### src/rtl/draw_obstacle_sprite.sv
// Obstacle sprite overlay stage.
// Three-stage pipeline: address generation, ROM read, composite.
// The sprite position is latched once per frame, on the rising edge of
// vblnk_in, so the sprite cannot tear mid-frame.
module draw_obstacle_sprite #(
  parameter int          SPR_W   = 48,
  parameter int          SPR_H   = 64,
  parameter logic [11:0] KEY_RGB = 12'h000
) (
  input  logic        clk,
  input  logic        rst,
  input  logic [10:0] hcount_in,
  input  logic [10:0] vcount_in,
  input  logic        hsync_in,
  input  logic        vsync_in,
  input  logic        hblnk_in,
  input  logic        vblnk_in,
  input  logic [11:0] rgb_in,
  input  logic [10:0] xpos,
  input  logic [10:0] ypos,
  output logic [11:0] rom_addr,
  input  logic [11:0] rom_rgb,
  output logic [10:0] hcount_out,
  output logic [10:0] vcount_out,
  output logic        hsync_out,
  output logic        vsync_out,
  output logic        hblnk_out,
  output logic        vblnk_out,
  output logic [11:0] rgb_out,
  output logic        obst_px
);

  // Timing and pixel data carried down the pipeline.
  typedef struct packed {
    logic [10:0] hcount;
    logic [10:0] vcount;
    logic        hsync;
    logic        vsync;
    logic        hblnk;
    logic        vblnk;
    logic [11:0] rgb;
    logic        in_rect;
  } pix_t;

  // Registered outputs of the composite stage.
  typedef struct packed {
    logic [10:0] hcount;
    logic [10:0] vcount;
    logic        hsync;
    logic        vsync;
    logic        hblnk;
    logic        vblnk;
    logic [11:0] rgb;
    logic        obst;
  } out_t;

  logic        vblnk_prev_q, vblnk_prev_d;
  logic [10:0] x_lat_q, x_lat_d;
  logic [10:0] y_lat_q, y_lat_d;
  logic [11:0] rom_addr_q, rom_addr_d;
  pix_t        s1_q, s1_d;
  pix_t        s2_q, s2_d;
  out_t        out_q, out_d;

  logic [11:0] x_end, y_end;
  logic [5:0]  hrel, vrel;
  logic        in_rect;

  // Frame position latch: reload only on vblnk_in rising edge.
  always_comb begin
    vblnk_prev_d = vblnk_in;
    x_lat_d      = x_lat_q;
    y_lat_d      = y_lat_q;
    if (vblnk_in && !vblnk_prev_q) begin
      x_lat_d = xpos;
      y_lat_d = ypos;
    end
  end

  // Stage 1: rectangle test and ROM address.
  // Only the low 6 bits of the relative offsets are addressed, and the low
  // bits of a difference depend only on the low bits of its operands.
  // Bounds are 12-bit sums so a sprite near 2047 never wraps to column 0.
  always_comb begin
    x_end   = {1'b0, x_lat_q} + 12'(SPR_W);
    y_end   = {1'b0, y_lat_q} + 12'(SPR_H);
    hrel    = hcount_in[5:0] - x_lat_q[5:0];
    vrel    = vcount_in[5:0] - y_lat_q[5:0];
    in_rect = (hcount_in >= x_lat_q) && ({1'b0, hcount_in} < x_end) &&
              (vcount_in >= y_lat_q) && ({1'b0, vcount_in} < y_end);
    rom_addr_d = in_rect ? {vrel, hrel} : 12'h000;
    s1_d = '{hcount:  hcount_in, vcount: vcount_in,
             hsync:   hsync_in,  vsync:  vsync_in,
             hblnk:   hblnk_in,  vblnk:  vblnk_in,
             rgb:     rgb_in,    in_rect: in_rect};
  end

  // Stage 2: delay alongside the ROM's registered read.
  always_comb begin
    s2_d = s1_q;
  end

  // Stage 3: blanking mask, then colour-keyed overlay over the background.
  always_comb begin
    out_d = '{hcount: s2_q.hcount, vcount: s2_q.vcount,
              hsync:  s2_q.hsync,  vsync:  s2_q.vsync,
              hblnk:  s2_q.hblnk,  vblnk:  s2_q.vblnk,
              rgb:    s2_q.rgb,    obst:   1'b0};
    if (s2_q.hblnk || s2_q.vblnk) begin
      out_d.rgb = 12'h000;
    end else if (s2_q.in_rect && (rom_rgb != KEY_RGB)) begin
      out_d.rgb  = rom_rgb;
      out_d.obst = 1'b1;
    end
  end

  // All state; asynchronous reset aborts any in-flight pixels.
  always_ff @(posedge clk or negedge rst) begin
    if (!rst) begin
      vblnk_prev_q <= 1'b0;
      x_lat_q      <= '0;
      y_lat_q      <= '0;
      rom_addr_q   <= '0;
      s1_q         <= '0;
      s2_q         <= '0;
      out_q        <= '0;
    end else begin
      vblnk_prev_q <= vblnk_prev_d;
      x_lat_q      <= x_lat_d;
      y_lat_q      <= y_lat_d;
      rom_addr_q   <= rom_addr_d;
      s1_q         <= s1_d;
      s2_q         <= s2_d;
      out_q        <= out_d;
    end
  end

  assign rom_addr   = rom_addr_q;
  assign hcount_out = out_q.hcount;
  assign vcount_out = out_q.vcount;
  assign hsync_out  = out_q.hsync;
  assign vsync_out  = out_q.vsync;
  assign hblnk_out  = out_q.hblnk;
  assign vblnk_out  = out_q.vblnk;
  assign rgb_out    = out_q.rgb;
  assign obst_px    = out_q.obst;

endmodule

### config.mk
export PLATFORM = sky130hd
export DESIGN_NAME = draw_obstacle_sprite
export DESIGN_NICKNAME = d
export VERILOG_FILES = /design/src/rtl/draw_obstacle_sprite.sv
export SDC_FILE = /design/constraint.sdc
export NUM_CORES = 1
export LEC_CHECK = 0
export BUFFER_PORTS_ARGS = -buffer_cell sky130_fd_sc_hd__buf_2
export CORE_ASPECT_RATIO = 0.9
export CORE_UTILIZATION = 25
export DETAILED_ROUTE_END_ITERATION = 7
export SLEW_MARGIN = 40
export SYNTH_ARGS = -nofsm -noshare
export SYNTH_HDL_FRONTEND = slang
export SYNTH_SLANG_ARGS = --single-unit
### constraint.sdc
create_clock -name clk -period 4.8 [get_ports clk]
set_input_delay 0.96 -clock clk [delete_from_list [all_inputs] [get_ports clk]]
set_output_delay 0.96 -clock clk [all_outputs]
set_load 0.05 [all_outputs]
* Word level (Yosys, flattened, before mapping)
Index checks and enable logic that the tools add are counted.
Storage, ports and cells: word-level logic and storage cells 47, register bits 151, output and inout port bits 51
Cells by class: reductions and logical operators 8, $add $sub $neg 4, multiplexer cells 4, $lt $le $gt $ge 4
Operator list (count):
- $lt A11 B12 Y1 | 2
- $mux W12 | 2
- $ge A11 B11 Y1 | 2
- $mux W13 | 1
- $add A11 B6 Y12 const B | 1
- $add A11 B7 Y12 const B | 1
- $reduce_bool A12 Y1 | 1
- $sub A6 B6 Y6 | 2
- $logic_and A1 B1 Y1 | 5
- $logic_not A1 Y1 | 1
- $logic_or A1 B1 Y1 | 1
- $mux W1 | 1

* Depth between registers and ports, before layout
Gate-level depths: netlist of the first run.
depth in word-level cells 6, depth in mapped cells 11, mapped depth without buffers 10

* Least setup slack after synthesis of the first run
No wires, ideal clock.
path type input-to-reg, start point in hcount_in[0], end point reg rom_addr_q[10] (netlist: rom_addr[10]), setup slack 2142 ps, setup time 80 ps, arrival time 2578 ps, cell stages on the path 10, path through inv_1 -> ha_1 -> inv_1 -> fa_1 -> a21oi_1 -> o311ai_1 -> a211oi_1 -> o22ai_2 -> buf_6 -> nor3_2
Between the ends: cells in the longest elaborated chain, start to end 5, elaborated cells between the ends (all ways) 6, classes of those cells order compare (2); mux (1); reduce/logical (3)
RTL lines:
- from (decl) | RTL line 12 | input logic [10:0] hcount_in,
- $lt A11 B12 Y1 or $ge A11 B11 Y1 (tied branches) | RTL line 89 | in_rect = (hcount_in >= x_lat_q) && ({1'b0, hcount_in} < x_end) &&
- $logic_and A1 B1 Y1 (*) (2 in a row) | RTL line 89
- $logic_and A1 B1 Y1 (*) | RTL line 90 | (vcount_in >= y_lat_q) && ({1'b0, vcount_in} < y_end);
- $mux W12 (*) | RTL line 91 | rom_addr_d = in_rect ? {vrel, hrel} : 12'h000;
- named net rom_addr_d[10] | RTL line 60 | logic [11:0] rom_addr_q, rom_addr_d;
- to (signal assigned) | RTL line 131 | rom_addr_q <= rom_addr_d;
- to (decl) | RTL line 60
Mark *: on every way through the listed nets, which the timed path passes. The rest lies on a longest branch. A chain may end at the register's enable or synchronous reset.

* Worst setup path after layout of the first run
start point in hcount_in[0], end point reg rom_addr_q[3] (netlist: rom_addr[3])
Between the ends: cells in the longest elaborated chain, start to end 5, elaborated cells between the ends (all ways) 7, classes of those cells add/sub (1); order compare (2); mux (1); reduce/logical (3)
RTL lines (RTL line):
- $lt A11 B12 Y1 or $ge A11 B11 Y1 (tied branches) | 89
- $logic_and A1 B1 Y1 (2 in a row) | 89
- $logic_and A1 B1 Y1 | 90
- $mux W12 (*) | 91
- named net rom_addr_d[3] | 60
Marked as above.

==> metrics.json, run 1 <==
{
  "critical_path": {
    "timing_worst_setup_path_type": "primary input to register",
    "worst-r2r-cell-count": 9,
    "r2r_end": "rom_addr[3]$_DFF_PN0_",
    "worst-endpoint-required_ns": 5.11,
    "arr_time_crit_path_ns": 3.02,
    "critical-path-max-stage-delay_ns": 0.40,
    "cp_cell_sequence": "buf_2 > inv_1 > ha_1 > inv_1 > fa_1 > a21oi_1 > o311ai_1 > a211oi_1 > o22ai_2 > nor4b_1",
    "cell_with_the_biggest_individual_delay_on_the_critical_path": "sky130_fd_sc_hd__fa_1",
    "crit_startpoint": "hcount_in[0]",
    "timing.critical_path.to": "rom_addr[3]$_DFF_PN0_",
    "cp_most_frequent_cell": "sky130_fd_sc_hd__inv_1",
    "worst_setup_path_end_kind": "register",
    "worst_setup_path_start_kind": "primary input",
    "timing.critical_path.fanout_max": 13,
    "start_of_the_worst_register_to_register_path": "y_lat_q[6]$_DFFE_PN0P_",
    "rrSetupSlack_ns": 2.26
  },
  "clock_tree": {
    "cts-hold-fix-buffers": 0,
    "root_buffer": "sky130_fd_sc_hd__clkbuf_16",
    "post_cts_resized": 0,
    "clock_input_transition_at_the_sequential_cells_of_the_worst_setup_and_hold_paths_ns": 0.07,
    "tritoncts_num_sinks": 151,
    "post_cts_buffers": 0,
    "insertion_delay_to_the_later_sink_of_the_worst_skew_pair_ns": 0.42,
    "cts_tree": "built",
    "cts-htree-levels": 4,
    "cts_buffers": 17,
    "cts_buffer_depth": 2
  },
  "yosys": {
    "synth_seq_area_share": 0.671,
    "synth-edff-count": 0,
    "unique_cell_type_count_in_the_yosys_netlist": 44,
    "netlist_top_cells_area": "sky130_fd_sc_hd__dfrtp_1, sky130_fd_sc_hd__ha_1, sky130_fd_sc_hd__nand2_1, sky130_fd_sc_hd__o21ai_0, sky130_fd_sc_hd__inv_1",
    "postSynthNetCount": 539,
    "async_flop_share": 1.00,
    "synth-main-ff-cell": "sky130_fd_sc_hd__dfrtp_1",
    "netlist.area_leader.share": 0.671,
    "synth.ff_latch_count": 151,
    "synth_cells": 427,
    "post_synth_instance_area_um2": 5630,
    "yosys_warnings": 0,
    "post_synth.cell_area_avg_um2": 13.2,
    "synth_largest_area_cell": "sky130_fd_sc_hd__dfrtp_1"
  },
  "power": {
    "seqPwrFrac": 0.428,
    "switchingPower_uw": 991,
    "power.density_nw_per_um2": 459,
    "ir_worst_vdd_uv": 217,
    "power_frac_comb": 0.179,
    "power.share.clock": 0.393,
    "p_leak_uw": 0.00344,
    "internal-power_uw": 2300,
    "power.share.switching": 0.301
  },
  "grt": {
    "grt_antenna_before_repair": 1,
    "track_usage": 0.113,
    "grt_start_max_net_pins": 96,
    "grt-ovfl-total": 0,
    "first_global_vias": 3505,
    "wire_length_of_the_first_global_routing_pass_mm": 19.3
  },
  "timing": {
    "final_max_slew_viol_count": 0,
    "unrepaired_setup_endpoints_after_global_routing": "false",
    "period_share": 0.564,
    "finalClockSkew_ns": 0.00830,
    "setup_total_negative_slack_ns": 0,
    "final-setup-viol-count": 0,
    "fmax_mhz": 369,
    "worst_pin_slew_ns": 0.705,
    "endpoints_failing_hold": 0,
    "timing.final.crit_period_ns": 2.71,
    "slew_headroom": 0.530
  },
  "placement": {
    "numPortBuffers": 124,
    "placedCellCount": 834,
    "dpl.hpwl_mm": 9.03,
    "place.gp.congestion": 0.837
  },
  "finish": {
    "syn_to_final_growth_pct": 27.5,
    "layout_commonest_cell": "sky130_fd_sc_hd__dfrtp_1",
    "stdcell_count": 867,
    "final_layout_size_suffix_gt1_frac": 0.301,
    "finalCoreUtilization": 0.329,
    "most-common-layout-cells": "sky130_fd_sc_hd__dfrtp_1, sky130_fd_sc_hd__buf_2, sky130_fd_sc_hd__nand2_1",
    "design.final.nets": 674
  },
  "routing": {
    "totalWireLength_mm": 12.2,
    "drt-pass1-iter-count": 4,
    "detail_routed_net_length_per_standard_cell_um": 14.1,
    "post-route-drc-count": 0,
    "post_drt_via_cell_ratio": 4.04,
    "detailedRoute.firstIterationViolations": 226,
    "final_antenna_net_count": 0,
    "vias": 3499
  },
  "worst_hold_path": {
    "worst_hold_path_type": "register to register",
    "worst_hold_path.num_cells": 0
  },
  "floorplanning": {
    "design.die.area_um2": 23100,
    "initial_core_util": 0.258,
    "die-width_um": 160,
    "design.portCount": 125,
    "placementRows": 51,
    "core_area_um2": 21800,
    "die_h_um": 144
  },
  "outcome": {
    "outcome": "finished, final reports clean"
  },
  "job": {
    "drv.max_cap_violation_count": 0
  }
}
[cell type report]
cell class              count  area (um2)
multi-input cells         234        1690
inverters                  31         116
well taps                 291         364
repair buffers            127         653
clock inverters            13         134
flip-flops and latches    151        3780
diodes                      1        2.50
clock buffers              19         443
fillers                  2210       14600
[flip-flops by register name, indices dropped and copies added, names as in the netlist]
register    flops
hsync_out       1
hblnk_out       1
obst_px         1
out_d          26
rgb_out        12
s1_q           39
hcount_out     11
rom_addr       12
vsync_out       1
y_lat_q        11
vblnk_out       1
s2_q           13
vcount_out     11
x_lat_q        11
[per-layer routing]
layer	GRT usage	vias to the layer above	wire [um]
met5	0	-	0
li1	-	1726	-
met1	0.153	1656	6030
met3	0.0384	9	662
met4	0.0391	0	95
met2	0.170	108	5460
[kinds of logic (layout without fill, tap and decap cells)]
| kind of cell | count (synthesis) | after routing | share of synthesized area |
|---|---|---|---|
| AND/OR/NAND/NOR | 101 | 101 | 0.0876 |
| multiplexers | 4 | 4 | 0.00756 |
| AO/OA/AOI/OAI | 79 | 79 | 0.0960 |
| XOR/XNOR | 12 | 12 | 0.0187 |
| other | 0 | 1 | 0 |
| buffers and inverters | 42 | 190 | 0.0316 |
| adder cells (fa/ha/maj) | 38 | 38 | 0.0871 |
| flip-flops | 151 | 151 | 0.671 |
[worst min-delay path by stage]
stage,start,to,slack (ns)
floorplan,out_d[28]$_DFF_PN0_,hcount_out[0]$_DFF_PN0_,0.33
global placement,out_d[31]$_DFF_PN0_,hcount_out[3]$_DFF_PN0_,0.33
detailed placement,out_d[31]$_DFF_PN0_,hcount_out[3]$_DFF_PN0_,0.33
CTS,s1_q[20]$_DFF_PN0_,out_d[20]$_DFF_PN0_,0.34
global route,s1_q[20]$_DFF_PN0_,out_d[20]$_DFF_PN0_,0.35
finish,s1_q[14]$_DFF_PN0_,out_d[14]$_DFF_PN0_,0.35
[cell usage after synthesis (2+ instances only)]
cell type / count
sky130_fd_sc_hd__nor2b_1: 5
sky130_fd_sc_hd__nand3_1: 7
sky130_fd_sc_hd__mux2i_1: 2
sky130_fd_sc_hd__o2111a_1: 2
sky130_fd_sc_hd__nand4_1: 4
sky130_fd_sc_hd__buf_6: 2
sky130_fd_sc_hd__nor4_1: 3
sky130_fd_sc_hd__o21a_1: 2
sky130_fd_sc_hd__nor3_1: 11
sky130_fd_sc_hd__a2111oi_4: 2
sky130_fd_sc_hd__o21ai_0: 28
sky130_fd_sc_hd__ha_1: 36
sky130_fd_sc_hd__dfrtp_1: 151
sky130_fd_sc_hd__clkbuf_1: 7
sky130_fd_sc_hd__inv_1: 31
sky130_fd_sc_hd__nand2_1: 50
sky130_fd_sc_hd__xnor2_1: 11
sky130_fd_sc_hd__nor2_1: 9
sky130_fd_sc_hd__a211oi_1: 3
sky130_fd_sc_hd__nand2b_1: 2
sky130_fd_sc_hd__nor3_2: 5
sky130_fd_sc_hd__o211ai_1: 4
sky130_fd_sc_hd__fa_1: 2
sky130_fd_sc_hd__mux2_2: 2
sky130_fd_sc_hd__a21o_1: 5
sky130_fd_sc_hd__a21oi_1: 23
[worst max-delay path, delay by kind of cell]
kind / cells / cell delay (ns)
AOI/OAI and AO/OA: 4 / 0.93
adders and majority gates: 2 / 0.59
and+or+nand+nor: 1 / 0.30
buffers and inverters: 3 / 0.24
[stage by stage]
stage / hold WS, ns / area, um2 / worst slack, ns / power [uW]
2_1_floorplan: 0.331 / 5630 / 2.14 / 1850
3_3_place_gp: 0.331 / 6580 / 1.72 / 2020
3_5_place_dp: 0.335 / 6600 / 1.65 / 2030
4_1_cts: 0.343 / 7170 / 2.09 / 3350
5_1_grt: 0.350 / 7170 / 1.85 / 3470
6_report: 0.346 / 7180 / 2.09 / 3290
[power by group through the flow]
stage | combinational [uW] | sequential (uW) | clock (uW)
2_1_floorplan | 309 | 1540 | 0
3_3_place_gp | 589 | 1430 | 0
3_5_place_dp | 596 | 1430 | 0
4_1_cts | 599 | 1410 | 1340
5_1_grt | 659 | 1420 | 1390
6_report | 590 | 1410 | 1290
Note: power is estimated with default switching activity, not from simulation.
==> inputs of run 2 (changes only) <==
- clock period: 4.8 -> 2.5 ns (I/O delays scaled with it)
==> run 2 against run 1 <==
Via count rose by 2.6%. Final cell count rose by 1.0%. Setup slack got worse by 1.9 ns. Register-to-register slack got worse by 2.1 ns. Critical path depth rose by 1. Critical path type is now register to register. Core utilization rose by 0.48 points. Worst hold slack got worse by 0.30 ns. Highest routed layer unchanged. Largest power group unchanged.
==> metrics.json, run 2 (synthesis results as in run 1) <==
{
  "grt": {
    "track_usage": 0.114,
    "wire_length_of_the_first_global_routing_pass_mm": 19.6,
    "first_global_vias": 3554,
    "grt_start_max_net_pins": 57,
    "grt-ovfl-total": 0,
    "grt_antenna_before_repair": 0
  },
  "clock_tree": {
    "root_buffer": "sky130_fd_sc_hd__clkbuf_16",
    "cts_buffers": 17,
    "tritoncts_num_sinks": 151,
    "cts-hold-fix-buffers": 0,
    "cts_buffer_depth": 2,
    "clock_input_transition_at_the_sequential_cells_of_the_worst_setup_and_hold_paths_ns": 0.07,
    "cts_tree": "built",
    "insertion_delay_to_the_later_sink_of_the_worst_skew_pair_ns": 0.42,
    "cts-htree-levels": 4
  },
  "power": {
    "power.density_nw_per_um2": 874,
    "power.share.switching": 0.303,
    "internal-power_uw": 4440,
    "total_power_uw": 6370,
    "switchingPower_uw": 1930,
    "p_leak_uw": 0.00349,
    "power_frac_comb": 0.191,
    "ir_worst_vdd_uv": 458,
    "seqPwrFrac": 0.424,
    "power.share.clock": 0.385
  },
  "routing": {
    "detailedRoute.firstIterationViolations": 264,
    "drt-pass1-iter-count": 4,
    "detail_routed_net_length_per_standard_cell_um": 14.4,
    "final_antenna_net_count": 0,
    "post-route-drc-count": 0,
    "m1WireLength_mm": 6.07,
    "met2RoutedLength_mm": 5.71,
    "met3_wirelength_from_detailed_routing_um": 680,
    "top_layer": "met4",
    "vias": 3590,
    "post_drt_via_cell_ratio": 4.10,
    "totalWireLength_mm": 12.6
  },
  "timing": {
    "endpoints_failing_hold": 0,
    "final-setup-viol-count": 0,
    "period_share": 0.929,
    "timing.final.crit_period_ns": 2.32,
    "setup_total_negative_slack_ns": 0,
    "finalClockSkew_ns": 0.00997,
    "slew_headroom": 0.644,
    "fmax_mhz": 431,
    "worst_pin_slew_ns": 0.534,
    "final_max_slew_viol_count": 0
  },
  "critical_path": {
    "critical-path-max-stage-delay_ns": 0.40,
    "timing.critical_path.fanout_max": 5,
    "r2r_end": "rom_addr[0]$_DFF_PN0_",
    "worst-r2r-cell-count": 11,
    "critical_path.top_delay_family": "adder cells",
    "worstSetupPathDepth": 11,
    "start_of_the_worst_register_to_register_path": "x_lat_q[5]$_DFFE_PN0P_",
    "worst-endpoint-required_ns": 2.82,
    "cp_most_frequent_cell": "sky130_fd_sc_hd__ha_1",
    "cell_with_the_biggest_individual_delay_on_the_critical_path": "sky130_fd_sc_hd__dfrtp_1",
    "rrSetupSlack_ns": 0.18,
    "timing.critical_path.to": "rom_addr[0]$_DFF_PN0_",
    "worst_setup_path_start_kind": "register",
    "arr_time_crit_path_ns": 2.64,
    "cp_num_buf_inv": 2,
    "crit_startpoint": "x_lat_q[5]$_DFFE_PN0P_",
    "worst_setup_path_end_kind": "register",
    "cp_cell_sequence": "inv_1 > ha_1 > nor2_1 > xnor2_1 > ha_1 > a21oi_1 > nand2_1 > o211ai_1 > o22ai_4 > buf_4 > nor3_1",
    "timing_worst_setup_path_type": "register to register"
  },
  "finish": {
    "design.final.nets": 684,
    "finalInstanceArea_um2": 7280,
    "syn_to_final_growth_pct": 29.4,
    "final_layout_size_suffix_gt1_frac": 0.323,
    "largest_reg_flops": 39,
    "layout_commonest_cell": "sky130_fd_sc_hd__dfrtp_1",
    "max_flop_register": "s1_q",
    "stdcell_count": 876,
    "finalCoreUtilization": 0.334,
    "most-common-layout-cells": "sky130_fd_sc_hd__dfrtp_1, sky130_fd_sc_hd__buf_2, sky130_fd_sc_hd__nand2_1",
    "antenna-diode-count": 0
  },
  "placement": {
    "placedCellCount": 842,
    "place.gp.congestion": 0.826,
    "dpl.hpwl_mm": 9.35,
    "placed_cell_area_um2": 6670,
    "numPortBuffers": 124
  },
  "floorplanning": {
    "design.die.area_um2": 23100,
    "die_h_um": 144,
    "core_area_um2": 21800,
    "die-width_um": 160,
    "placementRows": 51,
    "design.portCount": 125,
    "initial_core_util": 0.258
  },
  "worst_hold_path": {
    "worst_hold_path_type": "primary input to async pin"
  },
  "job": {
    "drv.max_cap_violation_count": 0
  },
  "outcome": {
    "outcome": "finished, final reports clean"
  }
}
==> run 2: cell count changes in the layout (fill, tap and decap cells not counted), moves of 2 or more <==
cell / before / now
sky130_fd_sc_hd__nor3_2: 5 / 8
sky130_fd_sc_hd__nor3_1: 11 / 8
sky130_fd_sc_hd__buf_12: 0 / 2
sky130_fd_sc_hd__buf_4: 3 / 11
sky130_fd_sc_hd__clkinv_2: 1 / 3
==> run 2: repair_timing <==
item / in CTS / in global routing
hold endpoints to repair: 0 / 0
setup buffers: 0 / 2
endpoints found under the setup margin: 0 / 12
gates resized for setup: 0 / 7
==> run 2: worst register-to-register path: stages, from the launching register on <==
cell,delay [ns]
sky130_fd_sc_hd__dfrtp_1,0.40
sky130_fd_sc_hd__inv_1,0.14
sky130_fd_sc_hd__ha_1,0.26
sky130_fd_sc_hd__nor2_1,0.08
sky130_fd_sc_hd__xnor2_1,0.13
sky130_fd_sc_hd__ha_1,0.30
sky130_fd_sc_hd__a21oi_1,0.17
sky130_fd_sc_hd__nand2_1,0.09
sky130_fd_sc_hd__o211ai_1,0.18
sky130_fd_sc_hd__o22ai_4,0.15
sky130_fd_sc_hd__buf_4,0.19
sky130_fd_sc_hd__nor3_1,0.15
==> run 2: worst min path at each step <==
| stage | startpoint | end | slack (ns) | cells past startpoint |
|---|---|---|---|---|
| floorplan | rst | hblnk_out$_DFF_PN0_ | 0.20 | 0 |
| global placement | out_d[20]$_DFF_PN0_ | vcount_out[3]$_DFF_PN0_ | 0.33 | 0 |
| detailed placement | out_d[29]$_DFF_PN0_ | hcount_out[1]$_DFF_PN0_ | 0.33 | 0 |
| CTS | rst | vsync_out$_DFF_PN0_ | 0.06 | 1 |
| global route | rst | vsync_out$_DFF_PN0_ | 0.07 | 1 |
| finish | rst | vsync_out$_DFF_PN0_ | 0.04 | 1 |
==> run 2: layout make-up <==
| type | count | area, um2 |
|---|---|---|
| fillers | 2204 | 14500 |
| flip-flops and latches | 151 | 3780 |
| multi-input cells | 234 | 1700 |
| repair buffers | 137 | 749 |
| clock buffers | 17 | 425 |
| well taps | 291 | 364 |
| clock inverters | 15 | 143 |
| inverters | 31 | 116 |
==> run 2: per-stage QoR <==
stage	setup WS [ns]	hold WS [ns]
final	0.177	0.0409
after global routing	-0.00236	0.0727
after CTS	0.0369	0.0596
after detailed placement	-0.0614	0.335
after global placement	-0.00151	0.331
after floorplan	0.299	0.204
==> run 2: metal layers <==
layer,up-vias,GRT usage
met5,-,0
met3,9,0.0313
met2,108,0.172
li1,1751,-
met1,1722,0.155
met4,0,0.0421
==> run 2: power by group through the flow <==
stage          registers (uW)  logic, uW  clock network [uW]
6_report                 2700       1220                2450
5_1_grt                  2720       1340                2660
4_1_cts                  2700       1200                2550
3_5_place_dp             2750       1190                   0
3_3_place_gp             2740       1180                   0
2_1_floorplan            2950        593                   0
